$ cat config.mk
export PLATFORM = sky130hd
export DESIGN_NAME = clap_judge
export DESIGN_NICKNAME = d
export VERILOG_FILES = /design/src/rtl/clap_pkg.sv /design/src/rtl/clap_sync_edge.sv /design/src/rtl/clap_judge.sv
export SDC_FILE = /design/constraint.sdc
export NUM_CORES = 1
export LEC_CHECK = 0
export BUFFER_PORTS_ARGS = -buffer_cell sky130_fd_sc_hd__buf_2
export CORE_MARGIN = 4
export CORE_UTILIZATION = 30
export DETAILED_ROUTE_END_ITERATION = 12
export GPL_TIMING_DRIVEN = 0
export SLEW_MARGIN = 20
export SYNTH_ARGS = -nofsm -noshare
export SYNTH_HDL_FRONTEND = slang
export SYNTH_HIERARCHICAL = 1
export SYNTH_SLANG_ARGS = --single-unit
$ cat constraint.sdc
create_clock -name clk -period 10.9 [get_ports clk]
set_input_delay 2.18 -clock clk [delete_from_list [all_inputs] [get_ports clk]]
set_output_delay 2.18 -clock clk [all_outputs]
set_load 0.005 [all_outputs]
$ cat src/rtl/clap_pkg.sv
`default_nettype none
// ============================================================================
// Module : clap_pkg
// Brief  : Shared types and constants for the clap timing judge and the
//          round counter that feeds it.
// Rev    : 1.0  initial release
// ============================================================================
package clap_pkg;

  // Round counter geometry, shared with counter_clap
  localparam int              CLAP_CNT_W    = 17;
  localparam logic [16:0]     CLAP_MAXCOUNT = 17'd66080;

  // Grade codes as presented on the result port
  typedef enum logic [1:0] {
    RES_NONE    = 2'd0,
    RES_MISS    = 2'd1,
    RES_GOOD    = 2'd2,
    RES_PERFECT = 2'd3
  } clap_result_e;

  // Judge state machine encoding
  typedef enum logic [1:0] {
    ST_IDLE  = 2'd0,
    ST_ARMED = 2'd1,
    ST_JUDGE = 2'd2,
    ST_DONE  = 2'd3
  } clap_state_e;

endpackage : clap_pkg
`default_nettype wire

$ cat src/rtl/clap_sync_edge.sv
`default_nettype none
// ============================================================================
// Module : clap_sync_edge
// Brief  : Three-flop synchronizer for the raw clap key with a single-cycle
//          rising-edge pulse taken from the last two stages.
// Rev    : 1.0  initial release
// ============================================================================
module clap_sync_edge (
  input  logic clk,
  input  logic resetn,
  input  logic i_async,
  output logic o_rise
);

  logic r_s1;
  logic r_s2;
  logic r_s3;

  // Shift the asynchronous key through three flops; s1 absorbs metastability
  always_ff @(posedge clk) begin
    if (!resetn) begin
      r_s1 <= 1'b0;
      r_s2 <= 1'b0;
      r_s3 <= 1'b0;
    end else begin
      r_s1 <= i_async;
      r_s2 <= r_s1;
      r_s3 <= r_s2;
    end
  end

  // A held key yields one pulse: s2 high while s3 still remembers low
  assign o_rise = r_s2 & ~r_s3;

endmodule : clap_sync_edge
`default_nettype wire

$ cat src/rtl/clap_judge.sv
`default_nettype none
// ============================================================================
// Module : clap_judge
// Brief  : Waits for the player's clap each round, captures the round count
//          at the clap, grades it against the target beat and maintains a
//          saturating score and hit streak.
// Rev    : 1.0  initial release
// ============================================================================
module clap_judge
  import clap_pkg::*;
#(
  parameter int               CNT_W       = CLAP_CNT_W,
  parameter logic [CNT_W-1:0] MAXCOUNT    = CLAP_MAXCOUNT,
  parameter logic [CNT_W-1:0] TARGET      = 17'd33040,
  parameter logic [CNT_W-1:0] PERFECT_WIN = 17'd500,
  parameter logic [CNT_W-1:0] GOOD_WIN    = 17'd2000,
  parameter int               PERFECT_PTS = 3,
  parameter int               GOOD_PTS    = 1,
  parameter int               SCORE_W     = 10
) (
  input  logic               clk,
  input  logic               resetn,
  input  logic [CNT_W-1:0]   count,
  input  logic               go,
  input  logic               clap,
  output logic               armed,
  output logic [1:0]         result,
  output logic               result_valid,
  output logic [SCORE_W-1:0] score,
  output logic [7:0]         streak
);

  // Point values widened to the carry-out width of the score adder
  localparam logic [SCORE_W:0] c_perfect_pts = (SCORE_W+1)'(PERFECT_PTS);
  localparam logic [SCORE_W:0] c_good_pts    = (SCORE_W+1)'(GOOD_PTS);
  localparam logic [SCORE_W:0] c_zero_pts    = '0;
  localparam logic [7:0]       c_streak_max  = 8'd255;

  // --------------------------------------------------------------------------
  // Declarations
  // --------------------------------------------------------------------------
  clap_state_e          r_state;
  clap_state_e          w_state_nxt;

  logic                 w_rise;
  logic                 w_do_capture;
  logic                 w_do_timeout;
  logic                 w_commit;

  logic [CNT_W-1:0]     r_cap;
  logic                 r_timeout;

  logic [CNT_W-1:0]     w_diff;
  clap_result_e         w_grade;
  logic [SCORE_W:0]     w_pts;
  logic [SCORE_W:0]     w_score_sum;
  logic [SCORE_W-1:0]   w_score_nxt;
  logic [7:0]           w_streak_nxt;

  clap_result_e         r_result;
  logic                 r_valid;
  logic [SCORE_W-1:0]   r_score;
  logic [7:0]           r_streak;

  // --------------------------------------------------------------------------
  // Clap key synchronizer and edge detect
  // --------------------------------------------------------------------------
  clap_sync_edge u_sync (
    .clk     (clk),
    .resetn  (resetn),
    .i_async (clap),
    .o_rise  (w_rise)
  );

  // --------------------------------------------------------------------------
  // State machine
  // --------------------------------------------------------------------------

  // State register; reset abandons any round in flight without grading it
  always_ff @(posedge clk) begin
    if (!resetn) begin
      r_state <= ST_IDLE;
    end else begin
      r_state <= w_state_nxt;
    end
  end

  // Next-state logic; go always restarts, a clap beats a coincident timeout
  always_comb begin
    w_state_nxt  = r_state;
    w_do_capture = 1'b0;
    w_do_timeout = 1'b0;
    w_commit     = 1'b0;
    case (r_state)
      ST_IDLE: begin
        if (go) begin
          w_state_nxt = ST_ARMED;
        end
      end
      ST_ARMED: begin
        if (go) begin
          w_state_nxt = ST_ARMED;
        end else if (w_rise) begin
          w_state_nxt  = ST_JUDGE;
          w_do_capture = 1'b1;
        end else if (count == MAXCOUNT) begin
          w_state_nxt  = ST_JUDGE;
          w_do_timeout = 1'b1;
        end
      end
      ST_JUDGE: begin
        // The grade commits even if a new round is requested right now
        w_commit    = 1'b1;
        w_state_nxt = go ? ST_ARMED : ST_DONE;
      end
      ST_DONE: begin
        if (go) begin
          w_state_nxt = ST_ARMED;
        end
      end
      default: begin
        w_state_nxt = ST_IDLE;
      end
    endcase
  end

  // --------------------------------------------------------------------------
  // Capture register
  // --------------------------------------------------------------------------

  // Latch the count at the clap, or flag that the round ran out
  always_ff @(posedge clk) begin
    if (!resetn) begin
      r_cap     <= '0;
      r_timeout <= 1'b0;
    end else if (w_do_capture) begin
      r_cap     <= count;
      r_timeout <= 1'b0;
    end else if (w_do_timeout) begin
      r_cap     <= count;
      r_timeout <= 1'b1;
    end
  end

  // --------------------------------------------------------------------------
  // Grading and score arithmetic
  // --------------------------------------------------------------------------

  // Distance from the beat and the resulting grade and point award
  always_comb begin
    w_diff  = (r_cap >= TARGET) ? (r_cap - TARGET) : (TARGET - r_cap);
    w_grade = RES_MISS;
    w_pts   = c_zero_pts;
    if (r_timeout) begin
      w_grade = RES_MISS;
      w_pts   = c_zero_pts;
    end else if (w_diff <= PERFECT_WIN) begin
      w_grade = RES_PERFECT;
      w_pts   = c_perfect_pts;
    end else if (w_diff <= GOOD_WIN) begin
      w_grade = RES_GOOD;
      w_pts   = c_good_pts;
    end
  end

  // Saturating score: the extra adder bit flags overflow past full scale
  always_comb begin
    w_score_sum = {1'b0, r_score} + w_pts;
    w_score_nxt = w_score_sum[SCORE_W] ? {SCORE_W{1'b1}} : w_score_sum[SCORE_W-1:0];
  end

  // Streak grows on any hit up to 255 and drops to zero on a miss
  always_comb begin
    w_streak_nxt = r_streak;
    if (w_grade == RES_MISS) begin
      w_streak_nxt = 8'd0;
    end else if (r_streak != c_streak_max) begin
      w_streak_nxt = r_streak + 8'd1;
    end
  end

  // --------------------------------------------------------------------------
  // Result registers
  // --------------------------------------------------------------------------

  // Commit the grade on the edge leaving JUDGE; valid follows for one cycle
  always_ff @(posedge clk) begin
    if (!resetn) begin
      r_result <= RES_NONE;
      r_valid  <= 1'b0;
      r_score  <= '0;
      r_streak <= '0;
    end else begin
      r_valid <= w_commit;
      if (w_commit) begin
        r_result <= w_grade;
        r_score  <= w_score_nxt;
        r_streak <= w_streak_nxt;
      end
    end
  end

  assign armed        = (r_state == ST_ARMED);
  assign result       = r_result;
  assign result_valid = r_valid;
  assign score        = r_score;
  assign streak       = r_streak;

endmodule : clap_judge
`default_nettype wire

# Word level (Yosys, flattened, before mapping)
# Index checks and enable logic that the tools add are counted.
op_classes:
  add_sub_neg: 4
  mul: 0
  div_mod_pow: 0
  magnitude_cmp: 3
  n_eq_ne: 8
  n_shift: 0
  mux: 26
  bitwise: 3
  n_reduce_logical: 7
ops:
  columns: ["op", "count"]
  rows:
  - ["$mux W17", 3]
  - ["$mux W2", 10]
  - ["$eq A17 B17 Y1 const B", 1]
  - ["$ge A17 B16 Y1 const B", 1]
  - ["$le A17 B11 Y1 const B", 1]
  - ["$le A17 B9 Y1 const B", 1]
  - ["$sub A16 B17 Y17 const A", 1]
  - ["$sub A17 B16 Y17 const B", 1]
  - ["$mux W8", 2]
  - ["$add A10 B11 Y11", 1]
  - ["$mux W10", 1]
  - ["$mux W1", 9]
  - ["$add A8 B1 Y8 const B", 1]
  - ["$ne A8 B8 Y1 const B", 1]
  - ["$pmux W2 S3", 1]
  - ["$eq A2 B1 Y1 const B", 2]
  - ["$eq A2 B2 Y1 const B", 2]
  - ["$ne A4 B2 Y1 const B", 1]
  - ["$reduce_and A2 Y1", 2]
  - ["$reduce_bool A2 Y1", 2]
  - ["$reduce_or A2 Y1", 2]
  - ["$logic_not A2 Y1", 1]
  - ["$ne A2 B1 Y1 const B", 1]
  - ["$not A1 Y1", 2]
  - ["$and A1 B1 Y1", 1]
word_totals:
  register_bits: 44
  latch_bits: 0
  ramBits: 0
  romBits: 0
  in_bits: 21
  wordCells: 61
  n_memories: 0

# Logic depth before layout (Yosys ltp)
# Gate-level depths: netlist of run 1.
logic_depth:
  word_depth: 9
  depth_mapped: 21

# Cells and area by module
# The synthesis of run 1 kept the hierarchy.
modules_own_cells:
  columns: ["module", "n_inst", "cells_per_inst", "area_each_um2", "seq_area_each_um2"]
  rows:
  - ["clap_judge", 1, 348, 2832.7, 820.8]
  - ["clap_sync_edge", 1, 7, 92.6, 60.1]

# Worst setup path after synthesis of run 1
# OpenSTA, ideal clock, no wires.
synth_path:
  path_type: "input to register"
  start: "input count[0]"
  end: "register r_cap[7]"
  setup_ns: 0.128
  arrival_ns: 4.068
  t_required_ns: 10.772
  slack_ns: 6.705
  stages: 6
  cell_sequence: "or4b_2 > nor4_1 > o21ai_1 > clkbuf_1 > mux2i_1 > nor2_1"
synth_via:
  elab_chain_len: 6
synth_lines:
  columns: ["item", "line", "text"]
  rows:
  - ["from (decl)", "clap_judge.sv:23", "input logic [CNT_W-1:0] count,"]
  - ["$eq A17 B17 Y1", "clap_judge.sv:106", "end else if (count == MAXCOUNT) begin"]
  - ["$mux W1", "clap_judge.sv:106", null]
  - ["$mux W1", "clap_judge.sv:103", "end else if (w_rise) begin"]
  - ["$mux W1", "clap_judge.sv:101", "if (go) begin"]
  - ["$mux W1", "clap_judge.sv:94", "case (r_state)"]
  - ["$reduce_bool A2 Y1 (no source line)", null, null]
  - ["to (signal assigned)", "clap_judge.sv:137", "r_cap <= count;"]
  - ["to (signal assigned)", "clap_judge.sv:140", "r_cap <= count;"]
  - ["to (decl)", "clap_judge.sv:50", "logic [CNT_W-1:0] r_cap;"]
# No other way between the ends.
# A chain may end at the register's enable or synchronous reset.

# Worst setup path in the final report of run 1
layout_path:
  start: "register r_cap[0]"
  end: "register r_score[3], in the netlist score[3]"
layout_via:
  elab_chain_len: 8
  word_cells_on_any_way: 11
  cone_classes: "add/sub (3); order compare (3); mux (5)"
layout_lines:
  columns: ["item", "line", "text"]
  rows:
  - ["$sub A16 B17 Y17, or another cell as far along", "clap_judge.sv:151", "w_diff = (r_cap >= TARGET) ? (r_cap - TARGET) : (TARGET - r_cap);"]
  - ["$mux W17 (*)", "clap_judge.sv:151", null]
  - ["$le A17 B11 Y1", "clap_judge.sv:160", "end else if (w_diff <= GOOD_WIN) begin"]
  - ["$mux W1", "clap_judge.sv:160", null]
  - ["$mux W2 (*)", "clap_judge.sv:157", "end else if (w_diff <= PERFECT_WIN) begin"]
  - ["$mux W2 (*)", "clap_judge.sv:154", "if (r_timeout) begin"]
  - ["$add A10 B11 Y11 (*)", "clap_judge.sv:168", "w_score_sum = {1'b0, r_score} + w_pts;"]
  - ["$mux W10 (*)", "clap_judge.sv:169", "w_score_nxt = w_score_sum[SCORE_W] ? {SCORE_W{1'b1}} : w_score_sum[SCORE_W-1:0];"]
  - ["to (signal assigned)", "clap_judge.sv:197", "r_score <= w_score_nxt;"]
  - ["to (decl)", "clap_judge.sv:62", "logic [SCORE_W-1:0] r_score;"]
# Every way passes the cells marked *; elsewhere a longest branch is shown, timed or not.

==> results of run 1 <==
-- state kept, by name (all words and copies together), names as in the netlist --
| register | count |
|---|---|
| u_sync/r_s1 | 1 |
| result | 2 |
| u_sync/r_s2 | 1 |
| score | 10 |
| streak | 8 |
| r_state | 2 |
| r_timeout | 1 |
| r_cap | 17 |
| result_valid | 1 |
| u_sync/r_s3 | 1 |
-- layer usage --
| metal | GRT usage [%] | up-vias |
|---|---|---|
| met4 | 4.11 | 0 |
| met2 | 25.1 | 63 |
| met1 | 16.9 | 1345 |
| met5 | 0 | - |
| met3 | 1.93 | 10 |
| li1 | - | 1413 |
-- worst max-delay path by stage --
stage | startpoint | endpoint | slack (ns)
2_1_floorplan | count[0] | r_cap[7] | 6.70
3_3_place_gp | count[7] | r_cap[7] | 6.04
3_5_place_dp | count[7] | r_cap[7] | 5.96
4_1_cts | r_cap[0] | score[3] | 6.20
5_1_grt | r_cap[5] | score[0] | 5.78
6_report | r_cap[0] | score[3] | 6.15
-- layout make-up --
cell class | count | area, µm²
clock buffer | 5 | 68.8
buffer | 20 | 109
timing repair buffer | 42 | 210
multi-input combinational | 279 | 1890
tap | 129 | 161
fill | 1027 | 5920
sequential | 44 | 881
clock inverter | 3 | 90.1
inverter | 12 | 45.0
-- through the flow --
step	util [%]	cells	instance area, µm²	total power (µW)
final	36.9	534	3460	371
after global routing	36.9	534	3460	381
after CTS	36.9	534	3460	372
after detailed placement	35.2	526	3300	201
after global placement	35.2	526	3300	200
after floorplan	-	355	2930	189
-- placed cells by master, fill, tap and decap left out, drive strengths merged, types with 7 or more instances in the layout --
cell	n
a21oi	26
buf	53
clkbuf	14
dfxtp	44
ha	9
inv	11
mux2i	16
nand2	21
nand3	15
nor2	44
nor2b	7
nor3	16
o21ai	13
or3	8
xor2	10
-- worst max-delay path: stages (launching register included) --
cell	delay [ns]
sky130_fd_sc_hd__dfxtp_1	0.37
sky130_fd_sc_hd__inv_1	0.10
sky130_fd_sc_hd__ha_1	0.14
sky130_fd_sc_hd__buf_2	0.18
sky130_fd_sc_hd__nor4bb_1	0.71
sky130_fd_sc_hd__o311ai_0	0.20
sky130_fd_sc_hd__a221oi_1	0.39
sky130_fd_sc_hd__nor2_1	0.10
sky130_fd_sc_hd__o41ai_2	0.71
sky130_fd_sc_hd__buf_6	0.23
sky130_fd_sc_hd__inv_1	0.06
sky130_fd_sc_hd__ha_1	0.21
sky130_fd_sc_hd__fa_1	0.42
sky130_fd_sc_hd__and4_1	0.23
sky130_fd_sc_hd__and2_1	0.19
sky130_fd_sc_hd__nand4_1	0.23
sky130_fd_sc_hd__a21oi_1	0.11
-- cell families after synthesis --
family	share of synthesized area (%)
and+or+nand+nor	28.0
AOI/OAI and AO/OA	22.1
DFF	30.1
buffers and inverters	5.26
muxes	5.86
xor gates and xnor gates	4.19
adders and majority gates	4.53
-- power by group through the flow --
| stage | clock network [µW] | registers [µW] | logic [µW] |
|---|---|---|---|
| after global routing | 180 | 164 | 36.9 |
| after CTS | 175 | 164 | 33.3 |
| after floorplan | 0 | 167 | 21.6 |
| final | 173 | 164 | 33.1 |
| after global placement | 0 | 168 | 32.4 |
| after detailed placement | 0 | 168 | 33.0 |
==> results.toml, run 1 <==
[power]
swShare_pct = 21.6
power.leakage_uw = 0.00145
pwr-share-comb_pct = 8.9
vdd.ir_drop.worst_uv = 102
cell_internal_pwr_uw = 290
clock_power_share_pct = 46.8
seq_power_share_pct = 44.3
total_switching_power_uw = 80.1
power_density_nw_per_um2 = 107

[timing]
hold_ws_ns = 0.442
slew_headroom_pct = 40.8
number_of_failing_setup_endpoints_in_the_final_timing_report = 0
transition_time_at_the_pin_with_the_least_slew_margin_ns = 0.882
final.period_utilization_pct = 43.5
post-route-min-period_ns = 4.75
grt_setup_unrepaired = "no"
fin_worst_skew_ns = 0.00930
fmax_ghz = 0.211
final-hold-violation-count = 0
setup_tns_ns = 0
worst_slack_ns = 6.15
count_of_pins_over_their_slew_limit = 0

[global_route]
wire_length_of_the_first_global_routing_pass_um = 12900
grt_antenna_before_repair = 0
grt_overflow = 0
grt_start_max_net_pins = 15
first_global_vias = 2639
grt_overall_usage_pct = 13.8

[clocking]
h_tree_depth = 2
clockBufferDepth = 2
cts_setup_buffers = 0
cts_hold_repair.buffers = 0
post_cts_repair_resize_count = 0
clkTransAtPathRegs_ns = 0.09
cts-buffers-inserted = 5
cts_tree = "built"
clk_latency_ns = 0.30
clock_root_buffer_master = "sky130_fd_sc_hd__clkbuf_8"
clock_sink_count = 44

[synth]
syn_nets = 386
synthDominantCellAreaShare_pct = 30.1
synthDominantAreaCellType = "sky130_fd_sc_hd__dfxtp_1"
synth.yosys.seq_area_share_pct = 30.1
synth_cell_types = 64
syn_avg_cell_area_um2 = 8.24
netlist_top_cells_count = "sky130_fd_sc_hd__dfxtp_1 (44), sky130_fd_sc_hd__nor2_1 (44), sky130_fd_sc_hd__a21oi_1 (26)"
number_of_enable_flip_flop_cells_after_synthesis = 0
ys_top_cells_by_area = "sky130_fd_sc_hd__dfxtp_1 (30%), sky130_fd_sc_hd__nor2_1 (5.6%), sky130_fd_sc_hd__mux2i_1 (5.5%)"
post_synth_instance_area_um2 = 2930
postSynthRegisterBits = 44
count_of_warnings_emitted_by_yosys = 6
syn_inst = 355
synth-async-reset-ratio_pct = 0
ys.flop_type = "sky130_fd_sc_hd__dfxtp_1"

[min_path]
whs_endpoint = "u_sync/r_s2"
hold_path_depth = 1
hold_path.class = "flop to flop"
hold_path_startpoint = "u_sync/r_s1"

[routing]
maxUsedRoutingLayer = "met4"
wirelength_met1_um = 3400
via_count = 2831
antenna_left = 0
routed_wire_length_per_instance_um = 14.6
viasPerCell = 5.30
drtIter0Drc = 107
drt_first_pass_iters = 4
detail_route.wirelength_um = 7820
route.detailed.drc = 0
route.met3.wl_um = 269
routed-wl-met2_um = 4050

[floorplanning]
core_area_um2 = 9370
start_util_pct = 31.2
die_h_um = 107
design.die.area_um2 = 11400
rows = 35
die_x_um = 107
floorplan.io_pins = 43

[placement]
preCtsSetupSlack_ns = 5.96
globalplace.congestion = 0.836
post-dp-hpwl_um = 5970
port_buffers = 42

[setup_path]
cp_data_arrival_time_ns = 4.91
rrSetupSlack_ns = 6.15
setup.worst_path.class = "flop to flop"
critical_path.endpoint_type = "flop"
worst-endpoint-required_ns = 11.06
rr_worst_depth = 16
worst_r2r_startpoint = "r_cap[0]"
regToRegEndpoint = "score[3]"
timing.critical_path.fanout_max = 10
critical_path.startpoint_type = "flop"

[status]
result_of_the_run = "complete, no violations"

[job]
max_cap_violation_count = 0

[finish]
antennaDiodeCount = 0
drive_gt1_share_pct = 18.3
area_growth_syn_to_layout_pct = 18.1
layout.nets = 435
No activity file was read; power rests on OpenSTA's default activity.
==> run 2: changes to the inputs <==
--- a/config.mk
+++ b/config.mk
@@ -5,6 +5,7 @@
 export SDC_FILE = /design/constraint.sdc
 export NUM_CORES = 1
 export LEC_CHECK = 0
+export ABC_AREA = 1
 export BUFFER_PORTS_ARGS = -buffer_cell sky130_fd_sc_hd__buf_2
 export CORE_MARGIN = 4
 export CORE_UTILIZATION = 30
==> constraint.sdc (replaced) <==
create_clock -name clk -period 4.15 [get_ports clk]
set_input_delay 0.83 -clock clk [delete_from_list [all_inputs] [get_ports clk]]
set_output_delay 0.83 -clock clk [all_outputs]
set_load 0.005 [all_outputs]
==> results.toml, run 2 <==
[synth]
synth_most_common_cell = "sky130_fd_sc_hd__nand2_1"
count_of_warnings_emitted_by_yosys = 6
synthDominantAreaCellType = "sky130_fd_sc_hd__dfxtp_1"
syn_avg_cell_area_um2 = 6.37
syn_inst = 528
post_synth_instance_area_um2 = 3360
netlist_top_cells_count = "sky130_fd_sc_hd__nand2_1 (134), sky130_fd_sc_hd__inv_1 (62), sky130_fd_sc_hd__nor2_1 (54)"
synth-async-reset-ratio_pct = 0
postSynthRegisterBits = 44
synth_cell_types = 38
syn_nets = 559
ys.flop_type = "sky130_fd_sc_hd__dfxtp_1"
number_of_enable_flip_flop_cells_after_synthesis = 0
synthDominantCellAreaShare_pct = 26.2
synth.yosys.seq_area_share_pct = 26.2
ys_top_cells_by_area = "sky130_fd_sc_hd__dfxtp_1 (26%), sky130_fd_sc_hd__nand2_1 (15%), sky130_fd_sc_hd__nand3_1 (7.4%)"

[finish]
largest_reg_flops = 17
top_register = "r_cap"
regArea_um2 = 881
final.fill_count = 1168
area_growth_syn_to_layout_pct = 14.4
mostFrequentLayoutCell = "sky130_fd_sc_hd__nand2_1"
antennaDiodeCount = 0
stdcell_area_um2 = 3850
drive_gt1_share_pct = 18.2
most-common-layout-cells = "sky130_fd_sc_hd__nand2_1 (134), sky130_fd_sc_hd__inv_1 (62), sky130_fd_sc_hd__nor2_1 (53)"
layout.nets = 608
multiInputGateArea_um2 = 2150
fin_util_pct = 35.3

[timing]
hold_ws_ns = 0.416
transition_time_at_the_pin_with_the_least_slew_margin_ns = 0.551
number_of_failing_setup_endpoints_in_the_final_timing_report = 0
final.period_utilization_pct = 87.3
fmax_ghz = 0.276
setup_tns_ns = 0
fin_worst_skew_ns = 0.0145
final-hold-violation-count = 0
post-route-min-period_ns = 3.62
grt_setup_unrepaired = "no"
count_of_pins_over_their_slew_limit = 0
slew_headroom_pct = 63.3

[global_route]
first_global_vias = 3229
wire_length_of_the_first_global_routing_pass_um = 15000
grt_antenna_before_repair = 0
grt_start_max_net_pins = 15
grt_overall_usage_pct = 13.9
grt_overflow = 0

[setup_path]
crit_chain = "inv_1, ha_1, nand2_1, nor2_2, nand2_1, nand3_4, buf_6, nand2_1, nand2_1, nand2_1, nor2_2, nand3_2, a21oi_4, ha_1, fa_1, nand3_1, inv_1, nand4_1, o21ai_0, o21ai_0, inv_1"
critPathSlowestCell = "sky130_fd_sc_hd__dfxtp_1"
crit_path_start = "r_cap[0]"
rr_worst_depth = 21
slowest_delay_ns = 0.32
critical_path.startpoint_type = "flop"
cp_data_arrival_time_ns = 3.88
worst-endpoint-required_ns = 4.40
worst_r2r_startpoint = "r_cap[0]"
rrSetupSlack_ns = 0.53
critical_path.n_buffers_inverters = 4
timing.critical_path.fanout_max = 10
cp_common_cell = "sky130_fd_sc_hd__nand2_1"
critical_path.endpoint_type = "flop"
crit_end = "score[7]"
regToRegEndpoint = "score[7]"
critical_path_depth = 21
setup.worst_path.class = "flop to flop"
critical-path-top-delay-family = "simple AND/OR/NAND/NOR gates"

[status]
result_of_the_run = "complete, no violations"

[routing]
drtIter0Drc = 253
route.detailed.drc = 0
wirelength_met1_um = 4160
routed_wire_length_per_instance_um = 12.3
detail_route.wirelength_um = 8800
viasPerCell = 4.84
maxUsedRoutingLayer = "met4"
routed-wl-met2_um = 4030
antenna_left = 0
via_count = 3473
route.met3.wl_um = 435
drt_first_pass_iters = 7

[floorplanning]
rows = 38
core_area_um2 = 10900
die_x_um = 114
floorplan.io_pins = 43
die_h_um = 114
start_util_pct = 30.9
design.die.area_um2 = 13000

[clocking]
clock_sink_count = 44
cts-buffers-inserted = 5
post_cts_repair_resize_count = 0
clock_root_buffer_master = "sky130_fd_sc_hd__clkbuf_8"
clockBufferDepth = 2
h_tree_depth = 2
clk_latency_ns = 0.31
cts_hold_repair.buffers = 0
cts_tree = "built"
clkTransAtPathRegs_ns = 0.09
cts_setup_buffers = 0

[placement]
port_buffers = 42
globalplace.congestion = 0.953
post-dp-hpwl_um = 7140
postPlaceCellArea_um2 = 3750

[power]
power.leakage_uw = 0.00190
power_density_nw_per_um2 = 269
vdd.ir_drop.worst_uv = 277

[min_path]
hold_path.class = "flop to flop"

[job]
max_cap_violation_count = 0
run 2: power by group:
group	leakage (µW)	internal (µW)	switching [µW]
Sequential	0.000357	445	22.4
Clock	0.0000434	135	160
Combinational	0.00150	101	171
run 2: kinds of logic (layout without fill, tap and decap cells):
kind of cell             Yosys count  in the layout  share of synthesized area [%]
XOR/XNOR                          17             17                           4.43
flip-flops                        44             44                           26.2
buffers and inverters             83            133                           9.94
AO/OA/AOI/OAI                     83             83                           14.0
adder cells (fa/ha/maj)           10             10                           3.95
AND/OR/NAND/NOR                  291            291                           41.5
run 2: cell type report:
class / count / share of cell area, %
Multi-Input combinational cell: 401 / 55.9
Sequential cell: 44 / 22.9
Inverter: 70 / 6.83
Timing Repair Buffer: 42 / 5.47
Tap cell: 140 / 4.55
Clock buffer: 6 / 2.15
Buffer: 13 / 1.85
Clock inverter: 2 / 0.390
run 2: through the flow:
| step | std cells | total power, µW | setup slack, ns |
|---|---|---|---|
| 2_1_floorplan | 528 | 670 | 1.13 |
| 5_1_grt | 718 | 1110 | 0.0361 |
| 4_1_cts | 718 | 1050 | 0.491 |
| 3_5_place_dp | 710 | 748 | 0.520 |
| 6_report | 718 | 1030 | 0.527 |
| 3_3_place_gp | 710 | 743 | 0.544 |
run 2: tightest hold or removal path, delay by kind of cell, from the launching register on:
family | cells | cell delay [ns]
flops | 1 | 0.30
simple gates | 1 | 0.05
buf+inv | 1 | 0.03
run 2: how the worst min path moves through the flow:
stage | slack (ns) | start | cells after the start | endpoint
3_5_place_dp | 0.41 | u_sync/r_s1 | 2 | u_sync/r_s2
3_3_place_gp | 0.40 | u_sync/r_s1 | 2 | u_sync/r_s2
2_1_floorplan | 0.39 | u_sync/r_s1 | 2 | u_sync/r_s2
4_1_cts | 0.42 | u_sync/r_s1 | 2 | u_sync/r_s2
6_report | 0.42 | u_sync/r_s1 | 2 | u_sync/r_s2
5_1_grt | 0.45 | u_sync/r_s1 | 2 | u_sync/r_s2
run 2: per-layer routing:
metal  vias up  global-route usage, %
met1      1571                   19.2
met2        93                   22.7
met3        13                   1.80
li1       1796                      -
met4         0                   4.35
met5         -                      0
==> run 3: changes to the inputs <==
--- a/config.mk
+++ b/config.mk
@@ -7,10 +7,10 @@
 export LEC_CHECK = 0
 export ABC_AREA = 1
 export BUFFER_PORTS_ARGS = -buffer_cell sky130_fd_sc_hd__buf_2
-export CORE_MARGIN = 4
 export CORE_UTILIZATION = 30
 export DETAILED_ROUTE_END_ITERATION = 12
 export GPL_TIMING_DRIVEN = 0
+export PLACE_DENSITY_LB_ADDON = 0.15
 export SLEW_MARGIN = 20
 export SYNTH_ARGS = -nofsm -noshare
 export SYNTH_HDL_FRONTEND = slang
==> results.toml, run 3 (synthesis gave the netlist of run 2 again) <==
[status]
result_of_the_run = "complete, no violations"

[clocking]
clk_latency_ns = 0.30
cts_hold_repair.buffers = 0
clock_root_buffer_master = "sky130_fd_sc_hd__clkbuf_8"
h_tree_depth = 2
cts_tree = "built"
post_cts_repair_resize_count = 0
cts-buffers-inserted = 5
cts_setup_buffers = 0
clkTransAtPathRegs_ns = 0.08
clockBufferDepth = 2
clock_sink_count = 44

[finish]
mostFrequentLayoutCell = "sky130_fd_sc_hd__nand2_1"
drive_gt1_share_pct = 17.6
largest_reg_flops = 17
stdcell_area_um2 = 3830
antennaDiodeCount = 0
most-common-layout-cells = "sky130_fd_sc_hd__nand2_1 (134), sky130_fd_sc_hd__inv_1 (62), sky130_fd_sc_hd__nor2_1 (54)"
area_growth_syn_to_layout_pct = 14.0
layout.nets = 608
final.fill_count = 1231
top_register = "r_cap"
layoutNonFillerInstCount = 718

[timing]
number_of_failing_setup_endpoints_in_the_final_timing_report = 0
final.period_utilization_pct = 89.5
transition_time_at_the_pin_with_the_least_slew_margin_ns = 0.608
final-hold-violation-count = 0
post-route-min-period_ns = 3.72
slew_headroom_pct = 59.5
setup_tns_ns = 0
count_of_pins_over_their_slew_limit = 0
fmax_ghz = 0.269
fin_worst_skew_ns = 0.00680
grt_setup_unrepaired = "no"

[placement]
port_buffers = 42
post-dp-hpwl_um = 7430
postPlaceCellArea_um2 = 3750
placed_cells = 710
globalplace.congestion = 0.873

[job]
max_cap_violation_count = 0

[power]
pwr-share-comb_pct = 26.8
power_density_nw_per_um2 = 266
total_switching_power_uw = 352
power.leakage_uw = 0.00190
cell_internal_pwr_uw = 666
seq_power_share_pct = 45.9
swShare_pct = 34.6
clock_power_share_pct = 27.3
vdd.ir_drop.worst_uv = 155

[setup_path]
setup.worst_path.class = "flop to flop"
critical_path.endpoint_type = "flop"
timing.critical_path.fanout_max = 10
critical_path.startpoint_type = "flop"
worst-endpoint-required_ns = 4.40
cp_data_arrival_time_ns = 3.96

[global_route]
grt_overall_usage_pct = 17.2
grt_overflow = 0
grt_antenna_before_repair = 0
grt_start_max_net_pins = 14
wire_length_of_the_first_global_routing_pass_um = 15600
first_global_vias = 3146

[routing]
detail_route.wirelength_um = 9220
viasPerCell = 4.74
drtIter0Drc = 163
antenna_left = 0
drt_first_pass_iters = 4
via_count = 3406
route.detailed.drc = 0
routed_wire_length_per_instance_um = 12.8

[floorplanning]
core_area_um2 = 10900
design.die.area_um2 = 11600
floorplan.io_pins = 43
die_h_um = 108
start_util_pct = 30.9
die_x_um = 108
rows = 38

[min_path]
hold_path.class = "flop to flop"
[run 3: critical path, cell delays in order, from the launching register on]
cell                      delay (ns)
sky130_fd_sc_hd__dfxtp_1        0.33
sky130_fd_sc_hd__inv_1          0.14
sky130_fd_sc_hd__ha_1           0.30
sky130_fd_sc_hd__nand2_1        0.14
sky130_fd_sc_hd__nor2_2         0.17
sky130_fd_sc_hd__nand2_1        0.11
sky130_fd_sc_hd__nand3_4        0.15
sky130_fd_sc_hd__buf_6          0.18
sky130_fd_sc_hd__nand2_1        0.06
sky130_fd_sc_hd__nand2_1        0.12
sky130_fd_sc_hd__nand2_1        0.08
sky130_fd_sc_hd__nor2_2         0.16
sky130_fd_sc_hd__nand3_2        0.15
sky130_fd_sc_hd__a21oi_4        0.28
sky130_fd_sc_hd__ha_1           0.25
sky130_fd_sc_hd__fa_1           0.21
sky130_fd_sc_hd__nand3_1        0.08
sky130_fd_sc_hd__inv_1          0.11
sky130_fd_sc_hd__nand4_1        0.30
sky130_fd_sc_hd__o21ai_0        0.18
sky130_fd_sc_hd__o21ai_0        0.09
sky130_fd_sc_hd__inv_1          0.08
[run 3: stage by stage]
stage               hold WS, ns  utilization [%]  setup slack (ns)  total power (µW)
floorplan                 0.386                -              1.13               670
global placement          0.399             34.4             0.437               748
detailed placement        0.412             34.4             0.434               750
CTS                       0.428             35.2             0.390              1030
global route              0.443             35.2            0.0197              1100
finish                    0.422             35.2             0.435              1020
[run 3: layout make-up]
class / instances / area [µm²] / area share (%)
multi-input combinational: 401 / 2150 / 56.0
sequential: 44 / 881 / 23.0
buffer: 13 / 71.3 / 1.86
inverter: 70 / 263 / 6.86
clock inverter: 1 / 8.76 / 0.229
timing repair buffer: 42 / 210 / 5.49
tap: 140 / 175 / 4.57
clock buffer: 7 / 76.3 / 1.99
[run 3: path summary, 6_finish.rpt]
| kind | from | endpoint | slack [ns] | depth (start not counted) |
|---|---|---|---|---|
| max | r_cap[0] | score[7] | 0.43 | 21 |
| min | u_sync/r_s1 | u_sync/r_s2 | 0.42 | 2 |
| max reg2reg | r_cap[0] | score[7] | 0.43 | 21 |
| min reg2reg | u_sync/r_s1 | u_sync/r_s2 | 0.42 | 2 |
[run 3: routing by layer]
metal / vias up / wire length, µm / global-route usage (%)
met1: 1538 / 4740 / 24.5
met2: 61 / 4080 / 26.9
met4: 0 / 61 / 4.31
li1: 1803 / - / -
met3: 4 / 327 / 2.36
met5: - / 0 / 0
[run 3: power by group through the flow]
stage / Sequential [µW] / Combinational, µW / Clock, µW
after floorplan: 474 / 196 / 0
after global placement: 477 / 271 / 0
after detailed placement: 478 / 273 / 0
after CTS: 468 / 274 / 292
after global routing: 471 / 314 / 312
final: 468 / 273 / 277
